File: config.mk
export PLATFORM = sky130hd
export DESIGN_NAME = alu_issue_stage_flat
export DESIGN_NICKNAME = d
export VERILOG_FILES = /design/src/rtl/alu_issue_stage_if.sv /design/src/rtl/alu_issue_stage.sv /design/src/flat_wrapper.sv
export SDC_FILE = /design/constraint.sdc
export NUM_CORES = 1
export LEC_CHECK = 0
export CORE_AREA = 2 2 301 154
export DETAILED_ROUTE_END_ITERATION = 10
export DIE_AREA = 0 0 303 156
export PLACE_DENSITY_LB_ADDON = 0.2
export SLEW_MARGIN = 20
export SYNTH_ARGS = -nofsm -noshare
export SYNTH_HDL_FRONTEND = slang
export SYNTH_SLANG_ARGS = --single-unit
export TNS_END_PERCENT = 100
File: constraint.sdc
create_clock -name clk -period 4.5 [get_ports clk]
set_clock_uncertainty 0.15 [all_clocks]
set_input_delay 0.45 -clock clk [delete_from_list [all_inputs] [get_ports clk]]
set_output_delay 0.45 -clock clk [all_outputs]
set_load 0.05 [all_outputs]
File: src/rtl/alu_issue_stage_if.sv
`default_nettype none
// ============================================================================
// Module   : alu_issue_stage_if
// Brief    : Upstream instruction handshake and ALU-side outputs of the issue stage.
// Revision : 1.0
// ============================================================================
interface alu_issue_stage_if #(
    parameter int DEPTH = 4
);
    localparam int c_cnt_w = $clog2(DEPTH + 1);

    logic               in_valid;
    logic               in_ready;
    logic [31:0]        in_instr;
    logic [31:0]        in_pc;
    logic [31:0]        in_rs1;
    logic [31:0]        in_rs2;
    logic               stall;
    logic               flush;
    logic [4:0]         aluop;
    logic [31:0]        aluin1;
    logic [31:0]        aluin2;
    logic               issue_valid;
    logic               res_valid;
    logic [4:0]         res_rd;
    logic               res_illegal;
    logic [c_cnt_w-1:0] count;

    modport master (
        output in_valid, in_instr, in_pc, in_rs1, in_rs2, stall, flush,
        input  in_ready, aluop, aluin1, aluin2, issue_valid,
               res_valid, res_rd, res_illegal, count
    );

    modport slave (
        input  in_valid, in_instr, in_pc, in_rs1, in_rs2, stall, flush,
        output in_ready, aluop, aluin1, aluin2, issue_valid,
               res_valid, res_rd, res_illegal, count
    );
endinterface
`default_nettype wire

File: src/rtl/alu_issue_stage.sv
`default_nettype none
// ============================================================================
// Module   : alu_issue_stage
// Brief    : RV32IM decode into ALU op/operands, FIFO buffering, registered
//            issue and a one-stage result tag pipeline aligned with aluout.
// Revision : 1.0
// ============================================================================
module alu_issue_stage #(
    parameter int DEPTH = 4
) (
    input  logic               clk,
    input  logic               rst,
    alu_issue_stage_if.slave   bus
);
    localparam int         c_ptr_w      = $clog2(DEPTH);
    localparam int         c_cnt_w      = $clog2(DEPTH + 1);
    localparam logic [6:0] c_opc_op     = 7'b0110011;
    localparam logic [6:0] c_opc_op_imm = 7'b0010011;
    localparam logic [6:0] c_opc_lui    = 7'b0110111;
    localparam logic [6:0] c_opc_auipc  = 7'b0010111;

    typedef struct packed {
        logic [4:0]  op;
        logic [31:0] a;
        logic [31:0] b;
        logic [4:0]  rd;
        logic        ill;
    } entry_t;

    function automatic logic [4:0] f_base_op(input logic [2:0] f3);
        case (f3)
            3'b000:  return 5'd0;
            3'b001:  return 5'd2;
            3'b010:  return 5'd8;
            3'b011:  return 5'd9;
            3'b100:  return 5'd3;
            3'b101:  return 5'd4;
            3'b110:  return 5'd6;
            default: return 5'd7;
        endcase
    endfunction

    function automatic logic [4:0] f_mext_op(input logic [2:0] f3);
        case (f3)
            3'b000:  return 5'd22;
            3'b001:  return 5'd16;
            3'b010:  return 5'd17;
            3'b011:  return 5'd18;
            3'b100:  return 5'd24;
            3'b101:  return 5'd26;
            3'b110:  return 5'd28;
            default: return 5'd30;
        endcase
    endfunction

    logic [6:0]         w_opcode;
    logic [2:0]         w_funct3;
    logic [6:0]         w_funct7;
    logic [31:0]        w_shamt;
    logic [4:0]         w_dec_op;
    logic [31:0]        w_dec_a;
    logic [31:0]        w_dec_b;
    logic               w_dec_ill;
    logic               w_full;
    logic               w_empty;
    logic               w_push;
    logic               w_pop;
    entry_t             w_head;

    entry_t             r_mem [DEPTH];
    logic [c_ptr_w-1:0] r_wr_ptr;
    logic [c_ptr_w-1:0] r_rd_ptr;
    logic [c_cnt_w-1:0] r_count;
    logic [4:0]         r_aluop;
    logic [31:0]        r_aluin1;
    logic [31:0]        r_aluin2;
    logic [4:0]         r_iss_rd;
    logic               r_iss_ill;
    logic               r_issue_valid;
    logic               r_res_valid;
    logic [4:0]         r_res_rd;
    logic               r_res_illegal;

    assign w_opcode = bus.in_instr[6:0];
    assign w_funct3 = bus.in_instr[14:12];
    assign w_funct7 = bus.in_instr[31:25];
    assign w_shamt  = {27'b0, bus.in_instr[24:20]};

    always_comb begin
        w_dec_op  = 5'd0;
        w_dec_a   = '0;
        w_dec_b   = '0;
        w_dec_ill = 1'b1;
        case (w_opcode)
            c_opc_op: begin
                w_dec_a = bus.in_rs1;
                w_dec_b = bus.in_rs2;
                case (w_funct7)
                    7'b0000000: begin
                        w_dec_op  = f_base_op(w_funct3);
                        w_dec_ill = 1'b0;
                    end
                    7'b0100000: begin
                        if (w_funct3 == 3'b000) begin
                            w_dec_op  = 5'd1;
                            w_dec_ill = 1'b0;
                        end else if (w_funct3 == 3'b101) begin
                            w_dec_op  = 5'd5;
                            w_dec_ill = 1'b0;
                        end
                    end
                    7'b0000001: begin
                        w_dec_op  = f_mext_op(w_funct3);
                        w_dec_ill = 1'b0;
                    end
                    default: ;
                endcase
            end
            c_opc_op_imm: begin
                w_dec_a   = bus.in_rs1;
                w_dec_b   = {{20{bus.in_instr[31]}}, bus.in_instr[31:20]};
                w_dec_op  = f_base_op(w_funct3);
                w_dec_ill = 1'b0;
                // Shift-immediates reuse the upper immediate bits as funct7
                if (w_funct3 == 3'b001) begin
                    w_dec_b   = w_shamt;
                    w_dec_ill = (w_funct7 != 7'b0000000);
                end else if (w_funct3 == 3'b101) begin
                    w_dec_b = w_shamt;
                    if (w_funct7 == 7'b0100000) begin
                        w_dec_op = 5'd5;
                    end else if (w_funct7 != 7'b0000000) begin
                        w_dec_ill = 1'b1;
                    end
                end
            end
            c_opc_lui: begin
                w_dec_b   = {bus.in_instr[31:12], 12'b0};
                w_dec_ill = 1'b0;
            end
            c_opc_auipc: begin
                w_dec_a   = bus.in_pc;
                w_dec_b   = {bus.in_instr[31:12], 12'b0};
                w_dec_ill = 1'b0;
            end
            default: ;
        endcase
        if (w_dec_ill) begin
            w_dec_op = 5'd0;
            w_dec_a  = '0;
            w_dec_b  = '0;
        end
    end

    assign w_full   = (r_count == c_cnt_w'(DEPTH));
    assign w_empty  = (r_count == '0);
    assign w_push   = bus.in_valid && bus.in_ready && !bus.flush;
    assign w_pop    = !w_empty && !bus.stall && !bus.flush;
    assign w_head   = r_mem[r_rd_ptr];

    // Storage carries no reset: validity is tracked entirely by the pointers
    always_ff @(posedge clk) begin
        if (w_push) begin
            r_mem[r_wr_ptr] <= '{op: w_dec_op, a: w_dec_a, b: w_dec_b,
                                 rd: bus.in_instr[11:7], ill: w_dec_ill};
        end
    end

    always_ff @(posedge clk or posedge rst) begin
        if (rst) begin
            r_wr_ptr      <= '0;
            r_rd_ptr      <= '0;
            r_count       <= '0;
            r_aluop       <= '0;
            r_aluin1      <= '0;
            r_aluin2      <= '0;
            r_iss_rd      <= '0;
            r_iss_ill     <= 1'b0;
            r_issue_valid <= 1'b0;
            r_res_valid   <= 1'b0;
            r_res_rd      <= '0;
            r_res_illegal <= 1'b0;
        end else if (bus.flush) begin
            r_wr_ptr      <= '0;
            r_rd_ptr      <= '0;
            r_count       <= '0;
            r_issue_valid <= 1'b0;
            r_res_valid   <= 1'b0;
            r_res_illegal <= 1'b0;
        end else begin
            if (w_push) begin
                r_wr_ptr <= r_wr_ptr + c_ptr_w'(1);
            end
            if (w_pop) begin
                r_rd_ptr  <= r_rd_ptr + c_ptr_w'(1);
                r_aluop   <= w_head.op;
                r_aluin1  <= w_head.a;
                r_aluin2  <= w_head.b;
                r_iss_rd  <= w_head.rd;
                r_iss_ill <= w_head.ill;
            end
            case ({w_push, w_pop})
                2'b10:   r_count <= r_count + c_cnt_w'(1);
                2'b01:   r_count <= r_count - c_cnt_w'(1);
                default: r_count <= r_count;
            endcase
            r_issue_valid <= w_pop;
            r_res_valid   <= r_issue_valid;
            r_res_rd      <= r_iss_rd;
            r_res_illegal <= r_issue_valid && r_iss_ill;
        end
    end

    assign bus.in_ready    = !w_full && !rst;
    assign bus.aluop       = r_aluop;
    assign bus.aluin1      = r_aluin1;
    assign bus.aluin2      = r_aluin2;
    assign bus.issue_valid = r_issue_valid;
    assign bus.res_valid   = r_res_valid;
    assign bus.res_rd      = r_res_rd;
    assign bus.res_illegal = r_res_illegal;
    assign bus.count       = r_count;
endmodule
`default_nettype wire

File: src/flat_wrapper.sv
// flat-port wrapper written by rule: the top's interface ports become plain ports
module alu_issue_stage_flat 
#(
    parameter int DEPTH = 4
)
  (clk, rst, bus_in_valid, bus_in_instr, bus_in_pc, bus_in_rs1, bus_in_rs2, bus_stall, bus_flush, bus_in_ready, bus_aluop, bus_aluin1, bus_aluin2, bus_issue_valid, bus_res_valid, bus_res_rd, bus_res_illegal, bus_count);
  alu_issue_stage_if #(.DEPTH(DEPTH)) bus_i ();
  input  logic clk;
  input  logic rst;
  input wire logic [$bits(bus_i.in_valid)-1:0] bus_in_valid;
  input wire logic [$bits(bus_i.in_instr)-1:0] bus_in_instr;
  input wire logic [$bits(bus_i.in_pc)-1:0] bus_in_pc;
  input wire logic [$bits(bus_i.in_rs1)-1:0] bus_in_rs1;
  input wire logic [$bits(bus_i.in_rs2)-1:0] bus_in_rs2;
  input wire logic [$bits(bus_i.stall)-1:0] bus_stall;
  input wire logic [$bits(bus_i.flush)-1:0] bus_flush;
  output wire logic [$bits(bus_i.in_ready)-1:0] bus_in_ready;
  output wire logic [$bits(bus_i.aluop)-1:0] bus_aluop;
  output wire logic [$bits(bus_i.aluin1)-1:0] bus_aluin1;
  output wire logic [$bits(bus_i.aluin2)-1:0] bus_aluin2;
  output wire logic [$bits(bus_i.issue_valid)-1:0] bus_issue_valid;
  output wire logic [$bits(bus_i.res_valid)-1:0] bus_res_valid;
  output wire logic [$bits(bus_i.res_rd)-1:0] bus_res_rd;
  output wire logic [$bits(bus_i.res_illegal)-1:0] bus_res_illegal;
  output wire logic [$bits(bus_i.count)-1:0] bus_count;
  assign bus_i.in_valid = bus_in_valid;
  assign bus_i.in_instr = bus_in_instr;
  assign bus_i.in_pc = bus_in_pc;
  assign bus_i.in_rs1 = bus_in_rs1;
  assign bus_i.in_rs2 = bus_in_rs2;
  assign bus_i.stall = bus_stall;
  assign bus_i.flush = bus_flush;
  assign bus_in_ready = bus_i.in_ready;
  assign bus_aluop = bus_i.aluop;
  assign bus_aluin1 = bus_i.aluin1;
  assign bus_aluin2 = bus_i.aluin2;
  assign bus_issue_valid = bus_i.issue_valid;
  assign bus_res_valid = bus_i.res_valid;
  assign bus_res_rd = bus_i.res_rd;
  assign bus_res_illegal = bus_i.res_illegal;
  assign bus_count = bus_i.count;
  alu_issue_stage #(.DEPTH(DEPTH)) u_core (.clk(clk), .rst(rst), .bus(bus_i));
endmodule
# == Word level (Yosys, flattened, before mapping) ==
# Memory sizes are Yosys's and may differ from the RTL's. A register that Yosys moved wholly into a read port is not among the register bits.
# Index checks and enable logic that the tools add are counted.
# classes
n_addsub,4
eq_ne,15
muxes,35
bitwise_logic,1
n_reduce_logical,22
# ops
operator,n
2-to-1 mux 32 bit,4
case mux 32 bit (3 select lines),1
case mux 32 bit (2 select lines),1
case mux 4 bit (7 select lines),2
"== test 7 x 6 -> 1 bit, second input constant",3
2-to-1 mux 5 bit,4
case mux 5 bit (3 select lines),1
"== test 7 x 5 -> 1 bit, second input constant",2
"== test 3 bit, second input constant",4
2-to-1 mux 1 bit,11
case mux 5 bit (2 select lines),1
2-to-1 mux 2 bit,4
"== test 7 x 1 -> 1 bit, second input constant",1
zero test 7 bit,1
nonzero test 7 bit,1
"== test 3 x 2 -> 1 bit, second input constant",2
logical AND 1 bit,6
zero test 3 bit,2
2-to-1 mux 3 bit,2
case mux 3 bit (2 select lines),1
OR reduction 2 bit,3
zero test 1 bit,5
"adder 2 x 1 -> 2 bit, second input constant",2
2-to-1 mux 4 bit,1
11 further kinds,12
# totals
ff_bits,15
ram_bits,300
in_bits,133
out_inout_bits,81
elab_cells,85
memories,1
# mem_list
memory,words,word_bits,rd,rd_clocked_by_memory_dff,write_ports,line,source
u_core.r_mem,4,75,1,1,1,alu_issue_stage.sv:70,entry_t r_mem [DEPTH];

# == Depth between registers and ports, before layout ==
# depth
ltp_word,8
depth_mapped,9

# == Least setup slack after synthesis ==
# OpenSTA, ideal clock, no wires.
# synth_path
path_type,register to register
from,"register u_core.r_count[0], in the netlist u_core.bus.count[0]"
to,memory u_core.r_mem[0][0] in the netlist's numbering (enable)
setup_time_ps,442
t_arrival_ps,3269
path_slack_ps,639
path_stages_with_launch,5
period_less_slack_ps,3861
path_cell_list,dfrtp_1 > nor2_1 > a21oi_1 > nor2b_1 > and2_1
# synth_between
elab_chain_cells,7
# synth_lines
item,line,source
from (decl),alu_issue_stage.sv:73,logic [c_cnt_w-1:0] r_count;
from (signal assigned),alu_issue_stage.sv:203,2'b10: r_count <= r_count + c_cnt_w'(1);
from (signal assigned),alu_issue_stage.sv:204,2'b01: r_count <= r_count - c_cnt_w'(1);
from (signal assigned),alu_issue_stage.sv:205,default: r_count <= r_count;
== test 3 bit,alu_issue_stage.sv:155,assign w_full = (r_count == c_cnt_w'(DEPTH));
zero test 1 bit,alu_issue_stage.sv:214,assign bus.in_ready = !w_full && !rst;
logical AND 1 bit,alu_issue_stage.sv:214,
logical AND 1 bit (2 in a row),alu_issue_stage.sv:157,assign w_push = bus.in_valid && bus.in_ready && !bus.flush;
2-to-1 mux 1 bit,alu_issue_stage.sv:163,if (w_push) begin
2-to-1 mux 1 bit (implied by the code),alu_issue_stage.sv:164,"r_mem[r_wr_ptr] <= '{op: w_dec_op, a: w_dec_a, b: w_dec_b,"
to (decl),alu_issue_stage.sv:70,
# No other way between the ends.

# == Final worst setup path ==
# layout_path
from,input port rst
to,memory u_core.r_mem[2][4] in the netlist's numbering (enable)
# layout_between
elab_chain_cells,6
# layout_lines
item,line,source
from (decl),flat_wrapper.sv:9,input logic rst;
zero test 1 bit (no source line),--,
logical AND 1 bit,alu_issue_stage.sv:214,
logical AND 1 bit (2 in a row),alu_issue_stage.sv:157,
2-to-1 mux 1 bit,alu_issue_stage.sv:163,
2-to-1 mux 1 bit (implied by the code),alu_issue_stage.sv:164,
# No other way between the ends.

==> flow_metrics.tcl <==
set metrics [dict create \
    ys_seq_area_share_pct 72.54 \
    violations "DRC" \
    cts_tree "done" \
    worstSetupPathType "in2reg" \
    first_global_vias 8748 \
    nets 1188 \
    cp-end-kind "flip-flop" \
    cts_max_level 2 \
    synth-async-reset-ratio_pct 23.08 \
    holdCritPathClass "in2async" \
    wl_per_cell_um 22.08 \
    pwr_density_cell_nw_per_um2 570.0 \
    hold_viol_final 0 \
    synth.avg_cell_area_um2 18.75 \
    drive_above_1_share_pct 23.12 \
    grt_first_pass_wirelength_mm 56.58 \
    initial_core_util_pct 34.76 \
    cp_max_fo 32 \
    yosys.area.top_type_share_pct 58.03 \
    netlist_instances 828 \
    yosysTopAreaCell "edfxtp_1" \
    die-area_um2 47270 \
    drt-pass1-iter-count 7 \
    gr-usage-all-layers_pct 15.92 \
    synth_cell_types 47 \
    drt_iter0_markers 705 \
    place_area_um2 18470 \
    cts_resized 0 \
    diodes 0 \
    ys_ff_latch 390 \
    drc 6 \
    grt_max_degree 61 \
    io_pins 214 \
    synthTopCellsByCount "300 x edfxtp_1, 90 x dfrtp_1, 81 x mux2_2" \
    finalPower_mw 11.19 \
    synthTopCellsByArea "edfxtp_1 58%, dfrtp_1 15%, mux4_2 11%, mux2_2 5.9%, a22oi_1 3.1%" \
    synth_edf_count 300 \
    path_clk_slew_ns 0.07 \
    ys.flop_type "edfxtp_1" \
    post-route-period-util_pct 63.74 \
    worstMarginPinSlew_ns 1.009 \
    rsz0062_at_grt "false" \
    post-route-util_pct 43.94 \
    status "finished, violations left" \
    relSlewSlack_pct 32.75 \
    via_per_inst 4.995 \
    setup-tns-final_ns 0 \
    dp_hpwl_mm 24.36 \
    cts.sink_count 390 \
    fp-row-count 55 \
    grt_overflow 0 \
    core_um2 44660 \
    numCtsBuffers 36 \
    cap_violations 0 \
    setup_viol 0 \
    synth_nets 966 \
    postCtsHoldBufs 0 \
    worstPathRequired_ns 4.54 \
    post_cts.repair.setup_buffers 0 \
    post-route-min-period_ns 2.868 \
    cts_root_buf "clkbuf_16" \
    vias 8367 \
    power_leakage_nw 6.320 \
    wirelength_mm 36.98 \
    crit_buf_inv 2 \
    worstSkewPairLatency_ns 0.53 \
    fin_ws_ns 1.632 \
    drt.antenna.violating_nets 0 \
    area.growth.synth_to_final_pct 26.43 \
    critPathTopFamily "simple AND/OR/NAND/NOR gates" \
    crit_path_start_kind "primary input" \
    die_w_um 303 \
    crit_chain "clkdlybuf4s50_1 -> nand2b_1 -> a21oi_1 -> nor2b_1 -> and2_4 -> buf_4" \
    max_freq_mhz 348.6 \
    grt_antenna_before_repair 0 \
    io_buffers 213 \
    fill_cells 3884 \
    cts_buffer_depth 3 \
    place.gp.congestion 0.8347 \
    dp_slack_ns 1.074 \
    synthMostInstantiatedCell "edfxtp_1" \
    crit_slowest_cell "and2_4" \
    die_h_um 156 \
    crit_arrival_ns 2.91 \
    syn_area_um2 15520 \
    slowest_delay_ns 0.56 \
    postLayoutCellArea_um2 19630 \
    yosys_warnings 0 \
    peakVddDrop_uv 233.7 \
    drv_slew 0 \
]
## layer usage
layer  routed length (µm)  vias up  global-route usage (%)  share of wire (%)
li1                     -     3770                       -                  -
met1                18010     4393                   23.56                 49
met2                17080      170                   24.74                 46
met3                 1527       34                   3.105                4.1
met4                  366        0                   2.510               0.99
met5                    0        -                       0                  0
## per-stage QoR
stage                     std cells  hold WS [ns]
after floorplan                 828        0.2994
after CTS                      1675        0.2547
final                          1675        0.2288
after global routing           1675        0.2876
after detailed placement       1610        0.3227
after global placement         1610        0.3205
## cell type report
type	count	area (µm²)	share of cell area, %
multi-input combinational	379	4044	20.60
clock inverter	20	188.9	0.9626
inverter	6	25.02	0.1275
tap	598	748.2	3.812
clock buffer	45	964.7	4.915
sequential	390	11270	57.41
timing repair buffer	237	2387	12.16
## worst reg2reg max path: stages, from the launching register on
cell and delay, ns:
dfrtp_1 0.46, nor2_1 0.13, a21oi_1 0.47, nor2b_1 0.35, and2_4 0.56, buf_4 0.39
## where the power goes
part           switching (mW)  leakage [nW]  internal (mW)
sequential              0.376          3.73           4.29
combinational            2.00          2.02           1.50
clock                    1.31         0.567           1.70
## cells in the final DEF (no fill, tap or decap), types with 5 or more instances in the layout
master and count:
edfxtp_1 300, clkdlybuf4s50_1 213, dfrtp_1 88, mux2_2 81, mux4_2 75, a22oi_1 64, nor2_1 56, clkbuf_16 36
a21oi_1 26, buf_4 18, nor2b_1 7, clkinv_2 7, clkbuf_1 6, clkinv_1 6, buf_12 6, nor3_1 5
nand2_1 5, inv_1 5
## cells by family (layout without fill, tap and decap cells)
kind of cell             after synthesis  count (layout)  synth area share (%)
flip-flops                           390             390                 72.54
multiplexers                         160             160                 17.01
AO/OA/AOI/OAI                        108             108                 4.892
AND/OR/NAND/NOR                      100             100                 3.135
buffers and inverters                 59             308                 1.628
XOR/XNOR                               6               6                0.3386
adder cells (fa/ha/maj)                5               5                0.4514
## flip-flops by register name, indices dropped and copies added (netlist names)
register,flops
u_core.r_mem,300
u_core.bus.aluin1,32
u_core.bus.res_rd,5
u_core.bus.res_valid,1
u_core.r_iss_rd,5
u_core.bus.aluop,5
u_core.r_wr_ptr,2
u_core.bus.aluin2,32
u_core.bus.issue_valid,1
u_core.r_rd_ptr,2
u_core.r_iss_ill,1
u_core.bus.count,3
u_core.bus.res_illegal,1
## worst paths after layout
path / depth (start not counted) / slack [ns] / start / end
min in group clk: 1 / 0.33 / u_core.r_iss_ill / u_core.bus.res_illegal
max in group asynchronous: 3 / 3.08 / rst / u_core.bus.aluin2[0]
worst min-delay path: 2 / 0.23 / rst / u_core.bus.count[1]
worst max register to register: 5 / 1.66 / u_core.bus.count[0] / u_core.r_mem[2][4]
worst min register to register: 1 / 0.33 / u_core.r_iss_ill / u_core.bus.res_illegal
worst max-delay path: 6 / 1.63 / rst / u_core.r_mem[2][4]
Power figures use the tool's default switching activity.
